## src/rtl/ucie_rx_ack_nak_tracker.sv

```systemverilog
// UCIe D2D receive sequence tracker: in-order delivery,
// duplicate/bad-flit drop, coalesced ACK and NAK generation.
module ucie_rx_ack_nak_tracker #(
  parameter int FLIT_WIDTH   = 256,
  parameter int ACK_COALESCE = 4,
  parameter int ACK_TIMEOUT  = 64,
  parameter int NAK_TIMEOUT  = 1024
) (
  input  logic                  clk,
  input  logic                  rst,
  input  logic [FLIT_WIDTH-1:0] rx_flit_in,
  input  logic                  rx_flit_valid,
  output logic                  rx_flit_ready,
  input  logic [7:0]            rx_seq_num,
  input  logic                  rx_crc_error,
  output logic [FLIT_WIDTH-1:0] dl_flit_out,
  output logic                  dl_flit_valid,
  input  logic                  dl_flit_ready,
  output logic                  ack_valid,
  output logic                  ack_is_nak,
  output logic [7:0]            ack_seq_num,
  input  logic                  ack_ready,
  output logic [7:0]            expected_seq,
  output logic [15:0]           nak_count,
  output logic [15:0]           drop_count,
  output logic [1:0]            tracker_state
);

  localparam int UW  = $clog2(ACK_COALESCE + 1) + 1;
  localparam int ATW = $clog2(ACK_TIMEOUT + 1);
  localparam int RTW = $clog2(NAK_TIMEOUT + 1);

  localparam logic [UW-1:0]  COAL     = UW'(ACK_COALESCE);
  localparam logic [ATW-1:0] ATO      = ATW'(ACK_TIMEOUT);
  localparam logic [RTW-1:0] RTO_LAST = RTW'(NAK_TIMEOUT - 1);

  typedef enum logic [1:0] {
    ST_NORMAL      = 2'd0,
    ST_NAK_PEND    = 2'd1,
    ST_WAIT_REPLAY = 2'd2
  } state_t;

  state_t                r_state;
  state_t                w_state_nxt;
  logic [FLIT_WIDTH-1:0] r_dl_data;
  logic                  r_dl_valid;
  logic [7:0]            r_exp;
  logic                  r_ack_valid;
  logic                  r_ack_nak;
  logic [7:0]            r_ack_seq;
  logic [15:0]           r_nak_cnt;
  logic [15:0]           r_drop_cnt;
  logic [UW-1:0]         r_unacked;
  logic [UW-1:0]         r_covered;
  logic [ATW-1:0]        r_ack_tmr;
  logic                  r_force;
  logic [RTW-1:0]        r_rtmr;

  logic          w_accept;
  logic [7:0]    w_diff;
  logic          w_good;
  logic          w_dup;
  logic          w_bad;
  logic          w_hs;
  logic          w_ack_hs;
  logic          w_deliver;
  logic          w_drop;
  logic          w_nak_inc;
  logic          w_rtmr_clr;
  logic          w_nak_raise;
  logic          w_ack_cond;
  logic          w_ack_raise;
  logic [UW-1:0] w_ubase;
  logic [UW:0]   w_usum;
  logic [UW-1:0] w_unacked_nxt;

  assign rx_flit_ready = !r_dl_valid || dl_flit_ready;

  assign w_accept = rx_flit_valid && rx_flit_ready;
  assign w_diff   = r_exp - rx_seq_num;
  assign w_good   = w_accept && !rx_crc_error
                    && (rx_seq_num == r_exp);
  assign w_dup    = w_accept && !rx_crc_error
                    && (w_diff != 8'd0) && !w_diff[7];
  assign w_bad    = w_accept && !w_good && !w_dup;
  assign w_hs     = r_ack_valid && ack_ready;
  assign w_ack_hs = w_hs && !r_ack_nak;

  assign w_deliver = w_good && (r_state != ST_NAK_PEND);
  assign w_drop    = w_accept && !w_deliver;

  always_comb begin
    w_state_nxt = r_state;
    w_nak_inc   = 1'b0;
    w_rtmr_clr  = 1'b0;
    unique case (r_state)
      ST_NORMAL: begin
        if (w_bad) begin
          w_state_nxt = ST_NAK_PEND;
          w_nak_inc   = 1'b1;
        end
      end
      ST_NAK_PEND: begin
        if (w_hs && r_ack_nak) begin
          w_state_nxt = ST_WAIT_REPLAY;
          w_rtmr_clr  = 1'b1;
        end
      end
      ST_WAIT_REPLAY: begin
        if (w_good) begin
          w_state_nxt = ST_NORMAL;
        end else if (r_rtmr == RTO_LAST) begin
          w_state_nxt = ST_NAK_PEND;
          w_nak_inc   = 1'b1;
        end
      end
      default: w_state_nxt = ST_NORMAL;
    endcase
  end

  // A NAK may take over the channel on the edge its ACK completes.
  assign w_nak_raise = (w_state_nxt == ST_NAK_PEND)
                       && (!r_ack_valid || w_ack_hs);

  assign w_ack_cond = (r_unacked >= COAL)
                      || ((r_unacked != '0) && (r_ack_tmr >= ATO))
                      || r_force;
  assign w_ack_raise = (r_state == ST_NORMAL)
                       && (w_state_nxt == ST_NORMAL)
                       && !r_ack_valid && w_ack_cond;

  assign w_ubase = w_ack_hs ? (r_unacked - r_covered) : r_unacked;
  assign w_usum  = {1'b0, w_ubase}
                   + {{UW{1'b0}},
                      (w_deliver && (r_state == ST_NORMAL))};
  assign w_unacked_nxt = w_usum[UW] ? {UW{1'b1}} : w_usum[UW-1:0];

  always_ff @(posedge clk or posedge rst) begin
    if (rst) begin
      r_state    <= ST_NORMAL;
      r_dl_data  <= '0;
      r_dl_valid <= 1'b0;
      r_exp      <= 8'd0;
      r_ack_valid <= 1'b0;
      r_ack_nak  <= 1'b0;
      r_ack_seq  <= 8'd0;
      r_nak_cnt  <= 16'd0;
      r_drop_cnt <= 16'd0;
      r_unacked  <= '0;
      r_covered  <= '0;
      r_ack_tmr  <= '0;
      r_force    <= 1'b0;
      r_rtmr     <= '0;
    end else begin
      r_state <= w_state_nxt;

      if (w_deliver) begin
        r_dl_valid <= 1'b1;
        r_dl_data  <= rx_flit_in;
        r_exp      <= r_exp + 8'd1;
      end else if (dl_flit_ready) begin
        r_dl_valid <= 1'b0;
      end

      if (w_nak_raise) begin
        r_ack_valid <= 1'b1;
        r_ack_nak   <= 1'b1;
        r_ack_seq   <= r_exp - 8'd1;
      end else if (w_ack_raise) begin
        r_ack_valid <= 1'b1;
        r_ack_nak   <= 1'b0;
        r_ack_seq   <= r_exp - 8'd1;
        r_covered   <= r_unacked;
      end else if (w_hs) begin
        r_ack_valid <= 1'b0;
      end

      if (w_deliver && (r_state == ST_WAIT_REPLAY)) begin
        r_unacked <= {{(UW-1){1'b0}}, 1'b1};
        r_ack_tmr <= '0;
      end else begin
        r_unacked <= w_unacked_nxt;
        if (w_ack_hs)
          r_ack_tmr <= '0;
        else if ((r_unacked != '0) && !r_ack_valid
                 && (r_ack_tmr != ATO))
          r_ack_tmr <= r_ack_tmr + 1'b1;
      end

      // A duplicate seen during an ACK handshake still earns an ACK.
      if ((r_state == ST_NORMAL) && w_dup)
        r_force <= 1'b1;
      else if (w_ack_hs)
        r_force <= 1'b0;

      if (w_rtmr_clr)
        r_rtmr <= '0;
      else if ((r_state == ST_WAIT_REPLAY) && (r_rtmr != RTO_LAST))
        r_rtmr <= r_rtmr + 1'b1;

      if (w_nak_inc && (r_nak_cnt != 16'hFFFF))
        r_nak_cnt <= r_nak_cnt + 16'd1;
      if (w_drop && (r_drop_cnt != 16'hFFFF))
        r_drop_cnt <= r_drop_cnt + 16'd1;
    end
  end

  assign dl_flit_out   = r_dl_data;
  assign dl_flit_valid = r_dl_valid;
  assign ack_valid     = r_ack_valid;
  assign ack_is_nak    = r_ack_nak;
  assign ack_seq_num   = r_ack_seq;
  assign expected_seq  = r_exp;
  assign nak_count     = r_nak_cnt;
  assign drop_count    = r_drop_cnt;
  assign tracker_state = r_state;

endmodule

```

## config.mk

```make
export PLATFORM = sky130hd
export DESIGN_NAME = ucie_rx_ack_nak_tracker
export DESIGN_NICKNAME = d
export VERILOG_FILES = /design/src/rtl/ucie_rx_ack_nak_tracker.sv
export SDC_FILE = /design/constraint.sdc
export NUM_CORES = 1
export LEC_CHECK = 0
export ABC_CLOCK_PERIOD_IN_PS = 36000
export BUFFER_PORTS_ARGS = -buffer_cell sky130_fd_sc_hd__buf_2
export CELL_PAD_IN_SITES_DETAIL_PLACEMENT = 0
export CELL_PAD_IN_SITES_GLOBAL_PLACEMENT = 1
export CORE_AREA = 10 10 220 222
export CTS_CLUSTER_SIZE = 30
export DETAILED_ROUTE_END_ITERATION = 10
export DIE_AREA = 0 0 230 232
export PLACE_DENSITY_LB_ADDON = 0.1
export SLEW_MARGIN = 5
export SYNTH_ARGS = -nofsm -noshare
export SYNTH_HDL_FRONTEND = slang
export SYNTH_SLANG_ARGS = --single-unit
```

## constraint.sdc

```tcl
create_clock -name clk -period 36 [get_ports clk]
set_input_delay 7.2 -clock clk [delete_from_list [all_inputs] [get_ports clk]]
set_output_delay 7.2 -clock clk [all_outputs]
set_load 0.1 [all_outputs]
```

======== Word level (Yosys, flattened, before mapping) ========
Index checks and enable logic that the tools add are counted.
W data, S select, Z words.
storage, ports and cells
  flip-flop bits (word level) ............. 336
  bits in latches ......................... 0
  bits in writable memories ............... 0
  bits in read-only memories .............. 0
  input bits .............................. 270
  output and inout bits ................... 310
  word-level logic and storage cells ...... 114
  memories kept ........................... 0
cells by class
  $add $sub $neg .......................... 9
  multiply operators ...................... 0
  div/mod/pow operators ................... 0
  $lt $le $gt $ge ......................... 2
  equal/unequal tests ..................... 10
  shifts and indexed selects .............. 0
  mux-type cells .......................... 30
  bitwise operators ....................... 1
  reductions and logical operators ........ 48
operators with widths
  cell                     number
  $add A16 B1 Y16 const B  2
  $ne A16 B16 Y1 const B   2
  $logic_and A1 B1 Y1      25
  $mux W11                 2
  $mux W7                  3
  $mux W8                  2
  $mux W1                  14
  $mux W4                  3
  $add A11 B1 Y11 const B  1
  $eq A11 B10 Y1 const B   1
  $ne A11 B10 Y1 const B   1
  $add A8 B1 Y8 const B    1
  $eq A8 B8 Y1             1
  $logic_not A1 Y1         8
  $mux W2                  4
  $reduce_bool A2 Y1       4
  $reduce_bool A8 Y1       1
  $sub A8 B1 Y8 const B    1
  $sub A8 B8 Y8            1
  $add A7 B1 Y7 const B    1
  $ge A7 B7 Y1 const B     1
  $ne A7 B7 Y1 const B     1
  $pmux W2 S3              1
  $reduce_bool A3 Y1       2
  other kinds (12)         17

======== Logic depth before layout (Yosys ltp) ========
  word-level depth ........................ 16
  gate-level depth with buffers ........... 11
  depth with buffers taken out ............ 11

======== Least setup slack after synthesis ========
OpenSTA, ideal clock, no wires.
  path kind ............................... in2out
  from .................................... input port dl_flit_ready
  to ...................................... output port rx_flit_ready
  arrival time ............................ 7995 ps
  slack ................................... 20805 ps
  stages .................................. 1
  path through ............................ nand2b_1
between the ends
  longest elaborated chain between the ends .. 1
RTL lines
  item                line  RTL
  start: declaration  18    input logic dl_flit_ready,
  $logic_or A1 B1 Y1  77    assign rx_flit_ready = !r_dl_valid || dl_flit_ready;
  end: declaration    13    output logic rx_flit_ready,
Every way passes these cells.

======== Worst setup path after layout ========
Ends and elaborated chain as after synthesis.

==> run metrics <==
status finished clean; Mapped Area 0.0139 mm2; Worst-Margin Slew 1140 ps; final setup TNS 0 ps; syn avg cell area 9.18 um2; final setup skew 11.8 ps; # Post-CTS Setup Buffers 0; CTS sink count 336; total of max-cap violations 0; R2R Path Start expected_seq[5]$_DFFE_PP0P_; RSZ-0062 raised after global routing no; I/O Buffers 579; Core ar. 0.0439 mm2; Iter 0 DRT Violations 668; Worst R2R Setup Slack 32,020 ps; routed via count 12.0k; Fin Hold WS 464 ps; CTS clk-pin slew, worst paths 50 ps; initial antenna violation count 26; fin crit period 15,100 ps; hold buffer count at cts 0; Place WS 20,910 ps; Final #Nets 2,363; pwr dens 62.0 mW/mm2; highest clock rate 66.2 MHz; register area 0.00841 mm2; gpl congestion 0.811; CP endpoint kind primary output; worst-case clock buffer depth 3; Seq/Total Area, Yosys 60.6%; Die H 232 um; Die ar. 0.0534 mm2; fin util 42.3%; crit path DAT 7900 ps; CTS HTree Levels 2; Worst Path Required 28,800 ps; WL/cell 20.1 um; Vias/cell 4.45; CTS Buf Count 41; Post-DP Area 0.0173 mm2; vias in the first global route 12.2k; Hold Vio Cnt, Final 0; Synth cell types 58; Critical Path Fanout Max 4; Final Setup Violations 0; Leak 11.1 nW; # rows 77; GRT Resource Usage Total 19.6%; Mapped Nets 1,801; CP Launch Type input pin; worst r2r path cells 8; Period Utilization, post-route 41.9%; ys flop type dfrtp_1; Yosys reg bits 336; worst hold endpoint dl_flit_out[154]$_DFFE_PP0P_; worst vdd ir 0.0363 mV; CP Class input pin to primary output; fin area 0.0186 mm2; first-pass GRT wire length 80.0 mm; CTS tree built; Final ANT Viol Nets 0; gr ovfl total 0; post-CTS sizing 0; min-delay worst type flip-flop to flip-flop; root buf cell clkbuf_16; hold depth 2; clock latency on the worst-skew pair 540 ps; Post-synth EDFFs 0; Max-Slew Margin vs Limit 24.0%; Detailed Route WL 54.1 mm; Area Growth Syn to Fin 34.1%; largest net degree at the start of global routing 151; yosys warns 0; fill cell count 4,526; RR Endpoint dl_flit_out[165]$_DFFE_PP0P_; Final WS setup 20,900 ps; DRC 0; area of the multi-input gates 0.00512 mm2; Initial Util 31.6%; DR pass1 iterations 4; layout cells sized above 1 32.4%; Ports 580; Die Span X 230 um; Slew Viols, Final 0; cells after synthesis 1,511; Final HPWL DP 40.7 mm; worst hold start dl_flit_out[154]$_DFFE_PP0P_; Post-synth ARST share 100%
-- kinds of logic after synthesis --
| group | synth area share, % |
|---|---|
| buffers and inverters | 2.57 |
| multiplexers | 1.42 |
| AO/OA/AOI/OAI | 2.26 |
| AND/OR/NAND/NOR | 27.3 |
| adder cells (fa/ha/maj) | 1.86 |
| flip-flops | 60.6 |
| XOR/XNOR | 3.98 |
-- per-stage QoR --
step           cells  power [mW]
2_1_floorplan   1511       0.694
3_3_place_gp    2622       0.764
3_5_place_dp    2622       0.767
4_1_cts         2687        1.17
5_1_grt         2692        1.21
6_report        2695        1.15
-- registers in the layout, indices dropped and copies added (netlist names) --
register	cells
dl_flit_valid	1
nak_count	16
r_covered	4
ack_is_nak	1
ack_seq_num	8
ack_valid	1
r_unacked	4
expected_seq	8
drop_count	16
r_force	1
tracker_state	2
dl_flit_out	256
r_ack_tmr	7
r_rtmr	11
-- how the worst max path moves through the flow --
stage	start	to	slack, ps	cells past startpoint
after floorplan	rst	ack_is_nak$_DFFE_PP0P_	19490	1
after global placement	dl_flit_ready	rx_flit_ready	20940	3
after detailed placement	dl_flit_ready	rx_flit_ready	20910	3
after CTS	dl_flit_ready	rx_flit_ready	20910	3
after global routing	dl_flit_ready	rx_flit_ready	20880	3
final	dl_flit_ready	rx_flit_ready	20900	3
-- layer usage --
metal | track usage, % | up-vias | routed length (um)
li1 | - | 5838 | -
met4 | 5.59 | 30 | 1040
met3 | 8.43 | 96 | 5080
met1 | 22.3 | 5670 | 20600
met5 | 0 | - | 219
met2 | 32.9 | 371 | 27100
-- worst max-delay path, stage by stage --
cell	delay (ps)
buf_2	70
nand2b_1	170
buf_2	460
-- synth_stat cells, drive strengths merged, types with 10 or more instances --
library cell,number,share of area (%)
clkbuf,62,1.7
ha,19,1.7
and3,10,0.45
nand3,16,0.58
dfrtp,336,61
xnor2,30,1.9
nor2,44,1.4
inv,26,0.70
nand2,806,22
mux2,12,1.1
xor2,33,2.1
o21ai,13,0.50
nor3,11,0.40
nand4,15,0.68
-- placed cells by master (no fill, tap or decap), types with 3 or more instances in the layout --
master,Yosys,layout
xnor2_1,30,30
mux2_2,9,9
and4_1,3,3
clkbuf_16,0,41
xor2_1,33,33
ha_1,19,19
buf_4,0,5
nand2b_1,6,6
mux2_4,3,3
mux2i_1,5,5
diode_2,0,8
inv_1,26,25
or3_1,5,5
clkbuf_8,0,8
nand3_1,16,16
dfrtp_1,336,336
a21oi_1,4,4
nand4_1,15,15
buf_2,3,579
or2_2,4,4
o21ai_0,12,12
nand2_1,806,805
a21o_1,3,3
clkbuf_1,62,12
nor2_2,11,11
nor2_1,33,33
and3_1,10,10
nor3_1,11,11
nor4_1,4,4
-- where the power goes --
group          leakage, nW  internal (mW)  switching, mW  total (mW)
Combinational         5.94         0.0709          0.241       0.312
Sequential            4.57          0.412         0.0347       0.446
Clock                0.613          0.238          0.157       0.395
-- area by class of cell --
cell class                      instances  area share, %
Multi-Input combinational cell       1083           27.5
Antenna cell                            8          0.108
Tap cell                              592           3.98
Sequential cell                       336           45.2
Inverter                               26          0.565
Clock buffer                           61           6.35
Timing Repair Buffer                  585           15.9
Clock inverter                          4          0.377
Note: power is estimated with default switching activity, not from simulation.
